==> src/rtl/lt24_touch_adc_responder.sv <==
// LT24 touch ADC responder: ADS7843-style SPI slave fed from supplied X/Y/touch values.
// Ports: clk, reset (async high), spi_cs_n/spi_dclk/spi_din -> spi_dout/busy,
//   pen_irq_n out, touch/x_pos/y_pos in, aux_in3/aux_in4 only with LT24_TOUCH_AUX_CH_EN.
module lt24_touch_adc_responder #(
  parameter int          SYNC_STAGES = 2,
  parameter logic [11:0] Z1_TOUCHED  = 12'h200
) (
  input  logic        clk,
  input  logic        reset,
  input  logic        spi_cs_n,
  input  logic        spi_dclk,
  input  logic        spi_din,
  output logic        spi_dout,
  output logic        busy,
  output logic        pen_irq_n,
  input  logic        touch,
  input  logic [11:0] x_pos,
  input  logic [11:0] y_pos
`ifdef LT24_TOUCH_AUX_CH_EN
  ,
  input  logic [11:0] aux_in3,
  input  logic [11:0] aux_in4
`endif
);

  typedef enum logic [2:0] {
    S_IDLE,
    S_CMD,
    S_BWAIT,
    S_BUSY,
    S_DATA
  } state_t;

  logic [SYNC_STAGES-1:0] dclk_sync_q;
  logic [SYNC_STAGES-1:0] cs_sync_q;
  logic [SYNC_STAGES-1:0] din_sync_q;
  logic [SYNC_STAGES-1:0] touch_sync_q;
  logic                   dclk_prev_q;

  state_t      state_q, state_d;
  logic [3:0]  cnt_q, cnt_d;
  logic [6:0]  cmd_q, cmd_d;
  logic [11:0] sh_q, sh_d;
  logic        mode_q, mode_d;
  logic        ser_unused_q, ser_d;
  logic [1:0]  pd_q, pd_d;
  logic        busy_q, busy_d;
  logic        dout_q, dout_d;
  logic        pen_q, pen_d;

  logic        dclk_s, cs_s, din_s, touch_s;
  logic        rise, fall;
  logic [3:0]  last_cnt;
  logic [11:0] sel_res;

  assign dclk_s  = dclk_sync_q[SYNC_STAGES-1];
  assign cs_s    = cs_sync_q[SYNC_STAGES-1];
  assign din_s   = din_sync_q[SYNC_STAGES-1];
  assign touch_s = touch_sync_q[SYNC_STAGES-1];

  // DCLK edges only count while the chip is selected
  assign rise = dclk_s & ~dclk_prev_q & ~cs_s;
  assign fall = ~dclk_s & dclk_prev_q & ~cs_s;

  assign last_cnt = mode_q ? 4'd8 : 4'd12;

  always_ff @(posedge clk or posedge reset) begin
    if (reset) begin
      dclk_sync_q  <= '0;
      cs_sync_q    <= '1;
      din_sync_q   <= '0;
      touch_sync_q <= '0;
      dclk_prev_q  <= 1'b0;
      state_q      <= S_IDLE;
      cnt_q        <= 4'd0;
      cmd_q        <= 7'd0;
      sh_q         <= 12'd0;
      mode_q       <= 1'b0;
      ser_unused_q <= 1'b0;
      pd_q         <= 2'b00;
      busy_q       <= 1'b0;
      dout_q       <= 1'b0;
      pen_q        <= 1'b1;
    end else begin
      dclk_sync_q  <= {dclk_sync_q[SYNC_STAGES-2:0], spi_dclk};
      cs_sync_q    <= {cs_sync_q[SYNC_STAGES-2:0], spi_cs_n};
      din_sync_q   <= {din_sync_q[SYNC_STAGES-2:0], spi_din};
      touch_sync_q <= {touch_sync_q[SYNC_STAGES-2:0], touch};
      dclk_prev_q  <= dclk_s;
      state_q      <= state_d;
      cnt_q        <= cnt_d;
      cmd_q        <= cmd_d;
      sh_q         <= sh_d;
      mode_q       <= mode_d;
      ser_unused_q <= ser_d;
      pd_q         <= pd_d;
      busy_q       <= busy_d;
      dout_q       <= dout_d;
      pen_q        <= pen_d;
    end
  end

  always_comb begin
    state_d = state_q;
    if (cs_s) begin
      state_d = S_IDLE;
    end else begin
      unique case (state_q)
        S_IDLE:  state_d = S_CMD;
        S_CMD:   if (rise && cnt_q == 4'd7) state_d = S_BWAIT;
        S_BWAIT: if (fall) state_d = S_BUSY;
        S_BUSY:  if (fall) state_d = S_DATA;
        S_DATA:  if (fall && cnt_q == last_cnt) state_d = S_CMD;
        default: state_d = S_IDLE;
      endcase
    end
  end

  always_comb begin
    sel_res = 12'd0;
    unique case (cmd_q[6:4])
      3'b101:  sel_res = touch_s ? x_pos : 12'd0;
      3'b001:  sel_res = touch_s ? y_pos : 12'd0;
      3'b011:  sel_res = touch_s ? Z1_TOUCHED : 12'd0;
`ifdef LT24_TOUCH_AUX_CH_EN
      3'b010:  sel_res = aux_in3;
      3'b110:  sel_res = aux_in4;
`endif
      default: sel_res = 12'd0;
    endcase
  end

  always_comb begin
    cnt_d  = cnt_q;
    cmd_d  = cmd_q;
    sh_d   = sh_q;
    mode_d = mode_q;
    ser_d  = ser_unused_q;
    pd_d   = pd_q;
    busy_d = busy_q;
    dout_d = dout_q;
    if (cs_s) begin
      cnt_d  = 4'd0;
      busy_d = 1'b0;
      dout_d = 1'b0;
    end else begin
      unique case (state_q)
        S_IDLE: cnt_d = 4'd0;
        S_CMD: begin
          // cnt_q==0 means still hunting for the start bit
          if (rise) begin
            if (cnt_q == 4'd0) begin
              if (din_s) cnt_d = 4'd1;
            end else begin
              cmd_d = {cmd_q[5:0], din_s};
              cnt_d = cnt_q + 4'd1;
            end
          end
        end
        S_BWAIT: begin
          if (fall) begin
            busy_d = 1'b1;
            sh_d   = sel_res;
            mode_d = cmd_q[3];
            ser_d  = cmd_q[2];
            pd_d   = cmd_q[1:0];
          end
        end
        S_BUSY: begin
          if (fall) begin
            busy_d = 1'b0;
            dout_d = sh_q[11];
            sh_d   = {sh_q[10:0], 1'b0};
            cnt_d  = 4'd1;
          end
        end
        S_DATA: begin
          if (fall) begin
            if (cnt_q == last_cnt) begin
              dout_d = 1'b0;
              cnt_d  = 4'd0;
            end else begin
              dout_d = sh_q[11];
              sh_d   = {sh_q[10:0], 1'b0};
              cnt_d  = cnt_q + 4'd1;
            end
          end
        end
        default: cnt_d = 4'd0;
      endcase
    end
  end

  // Pen IRQ only reflects the panel while no command is in flight
  always_comb begin
    pen_d = 1'b1;
    if (state_d == S_IDLE || (state_d == S_CMD && cnt_d == 4'd0))
      pen_d = ~(touch_s & ~pd_d[0]);
  end

  assign spi_dout  = dout_q;
  assign busy      = busy_q;
  assign pen_irq_n = pen_q;

endmodule
==> config.mk <==
export PLATFORM = sky130hd
export DESIGN_NAME = lt24_touch_adc_responder
export DESIGN_NICKNAME = d
export VERILOG_FILES = /design/src/rtl/lt24_touch_adc_responder.sv
export SDC_FILE = /design/constraint.sdc
export NUM_CORES = 1
export LEC_CHECK = 0
export CORE_ASPECT_RATIO = 1.2
export CORE_MARGIN = 5
export CORE_UTILIZATION = 48
export CTS_CLUSTER_SIZE = 10
export DETAILED_ROUTE_END_ITERATION = 12
export PLACE_DENSITY = 0.72
export SETUP_SLACK_MARGIN = 0.5
export SYNTH_ARGS = -nofsm -noshare
export SYNTH_HDL_FRONTEND = slang
export SYNTH_SLANG_ARGS = --single-unit
==> constraint.sdc <==
create_clock -name clk -period 1.8 [get_ports clk]
set_input_delay 0.27 -clock clk [delete_from_list [all_inputs] [get_ports clk]]
set_output_delay 0.27 -clock clk [all_outputs]
set_load 0.005 [all_outputs]
==> results_dict.tcl <==
set metrics [dict create \
    status "finished, violations left" \
    violations "setup timing" \
    drive_above_1_share_pct 55.9 \
    clk_pin_slew_worst_paths_ns 0.08 \
    via_per_inst 5.93 \
    reg2reg_to "pen_irq_n$_DFF_PP1_" \
    synthesis.nets 220 \
    crit_path_end_kind "register" \
    worstSkewPairLatency_ns 0.29 \
    grt_max_degree 41 \
    numPortBuffers 32 \
    cellLeakagePower_nw 1.35 \
    tns_ns -0.233 \
    final_common_cell "dfrtp_1" \
    synthTopCellsByArea "dfrtp_1 46%, mux2_2 11%, a22oi_1 4.4%, a21oi_1 4.0%, dfstp_2 3.9%" \
    combPwrFrac_pct 9.8 \
    r2r-start "dclk_sync_q[1]$_DFF_PP0_" \
    grt_usage_pct 20.3 \
    pwr-share-seq_pct 48.2 \
    slew_headroom_pct 75.5 \
    ys.flop_type "dfrtp_1" \
    cts_tree "built" \
    synth-edff-count 0 \
    syn_avg_cell_area_um2 10.8 \
    first_global_vias 1831 \
    required_ns 2.01 \
    syn2layout_area_growth_pct 67.6 \
    antenna_found_initial 0 \
    switching_share_pct 21.2 \
    grt_pass1_wl_mm 8.90 \
    wl_mm 6.82 \
    cap_violations 0 \
    route.detailed.drc 0 \
    async_flop_share_pct 100 \
    cts_num_sinks 40 \
    p_clk_share_pct 42.0 \
    setup_viol 8 \
    cts_buffers 5 \
    post_drt_wl_per_cell_um 21.5 \
    place_inst 284 \
    post-dp-hpwl_mm 3.47 \
    drv_slew 0 \
    skew_ns 0.00539 \
    startpoint "dclk_sync_q[1]$_DFF_PP0_" \
    final_nets 292 \
    hp-class "in -> async" \
    die_width_um 69.3 \
    netlist_area_um2 2030 \
    worst-r2r-setup-slack_ns -0.11 \
    fin_cells 317 \
    tightest_slew_ns 0.364 \
    ir_drop_uv 564 \
    rsz0062_at_grt "yes" \
    drt_pass1_iterations 4 \
    ys_types 47 \
    powerDensity_nw_per_um2 565 \
    die_area_um2 5620 \
    power.internal_mw 1.51 \
    cp_max_fo 2 \
    h-tree-depth 2 \
    via_count 1879 \
    first_iter_violations 174 \
    insertedDiodeCount 0 \
    layout_common_cells "33 x dfrtp_1, 29 x clkdlybuf4s50_1, 27 x buf_4, 12 x mux2_2, 12 x a21oi_2" \
    clk_path_buf_depth 2 \
    overflow 0 \
    hold_viol 0 \
    reg2reg_depth 5 \
    fmax_mhz 523 \
    ys_seq_area_share_pct 49.6 \
    root_buffer "clkbuf_8" \
    layout_setup_ws_ns -0.111 \
    yosys.area.top_type "dfrtp_1" \
    yosys_warnings 0 \
    postSynthCellCount 188 \
    pin_count 33 \
    p_switching_uw 407 \
    coreArea_um2 4160 \
    ant_nets 0 \
    period_minus_slack_ns 1.91 \
    cp.arrival_ns 2.12 \
    critPathLaunchType "register" \
    start_util_pct 48.6 \
    synth_top_area_share_pct 45.7 \
    ys_ff_latch 40 \
    rows 26 \
    chipHeight_um 81.2 \
    gp_congestion 0.822 \
    post-route-period-util_pct 106 \
    crit_type "reg -> reg" \
]
==> worst max-delay path, stage by stage (launching register included) <==
cell      delay, ns
dfrtp_1        0.40
or3b_4         0.38
or3_4          0.34
mux2_4         0.33
nor4b_4        0.24
nand4b_1       0.13
==> sequential cells by signal (all words and copies together), names as in the netlist <==
name and count:
din_sync_q 2, touch_sync_q 2, sh_q 12, pen_irq_n 1, busy 1, state_q 3, dclk_prev_q 1, mode_q 1
cmd_q 7, spi_dout 1, pd_q 1, dclk_sync_q 2, cnt_q 4, cs_sync_q 2
==> metrics by stage <==
stage | power [mW] | utilization, % | hold WS (ns) | worst slack (ns) | cell area, um^2
floorplan | 1.00 | - | 0.274 | -0.0351 | 2090
global placement | 1.09 | 62.2 | 0.335 | -0.0222 | 2590
detailed placement | 1.10 | 62.2 | 0.336 | -0.0968 | 2590
CTS | 1.91 | 74.5 | 0.346 | -0.0426 | 3100
global route | 1.98 | 81.6 | 0.352 | -0.135 | 3400
finish | 1.92 | 81.6 | 0.330 | -0.111 | 3400
==> Yosys cell counts, types with 2 or more instances <==
| master | n |
|---|---|
| a211oi_1 | 2 |
| a21o_1 | 3 |
| a21oi_1 | 16 |
| a22oi_1 | 12 |
| a31oi_1 | 2 |
| buf_2 | 4 |
| clkbuf_1 | 6 |
| dfrtp_1 | 37 |
| dfstp_2 | 3 |
| ha_1 | 2 |
| inv_1 | 6 |
| mux2_2 | 19 |
| nand2_1 | 5 |
| nand2b_1 | 6 |
| nand3_1 | 5 |
| nand4_1 | 2 |
| nor2_1 | 14 |
| nor2b_1 | 5 |
| nor3_1 | 4 |
| nor3b_1 | 2 |
| nor4b_2 | 2 |
| o211ai_1 | 2 |
| o21ai_0 | 3 |
| o41ai_1 | 2 |
| or3_1 | 2 |
==> area by class of cell <==
type | instances | area (um^2)
Fill cell | 249 | 768
Multi-Input combinational cell | 131 | 1400
Sequential cell | 40 | 1010
Timing Repair Buffer | 76 | 763
Clock inverter | 1 | 30.0
Clock buffer | 7 | 96.3
Inverter | 6 | 22.5
Tap cell | 56 | 70.1
==> power by group through the flow <==
stage / Sequential [mW] / Clock (mW) / Combinational (mW)
floorplan: 0.938 / 0 / 0.0622
global placement: 0.940 / 0 / 0.151
detailed placement: 0.941 / 0 / 0.155
CTS: 0.924 / 0.810 / 0.172
global route: 0.927 / 0.858 / 0.199
finish: 0.926 / 0.805 / 0.188
==> per-layer routing <==
metal	GRT usage [%]	vias up	wire, um
li1	-	834	-
met1	21.6	957	2510
met2	39.5	65	3770
met3	3.22	23	276
met4	8.79	0	268
met5	0	-	0
==> cell families (layout without fill, tap and decap cells) <==
family	after synthesis	count (layout)	share of synthesized area, %
xor+xnor	2	2	0.865
mux	21	21	11.8
simple gates	55	55	16.1
flops	40	40	49.6
compound gates	51	51	17.0
fa+ha+maj	2	2	1.24
buf+inv	17	90	3.40
==> what timing repair did <==
| action | CTS | global route |
|---|---|---|
| hold endpoints to repair | 0 | 0 |
| setup endpoints to repair | 34 | 32 |
| buffers inserted | 12 | 8 |
| hold buffers | 0 | 0 |
| pin swaps | 15 | 22 |
| gates resized for setup | 67 | 48 |
| gates cloned | 3 | 2 |
==> how the worst max path moves through the flow <==
| stage | end | cells past startpoint |
|---|---|---|
| 2_1_floorplan | pen_irq_n$_DFF_PP1_ | 5 |
| 3_3_place_gp | pen_irq_n$_DFF_PP1_ | 6 |
| 3_5_place_dp | pen_irq_n$_DFF_PP1_ | 6 |
| 4_1_cts | pen_irq_n$_DFF_PP1_ | 5 |
| 5_1_grt | pen_irq_n$_DFF_PP1_ | 5 |
| 6_report | pen_irq_n$_DFF_PP1_ | 5 |
No activity file was read; power rests on OpenSTA's default activity.
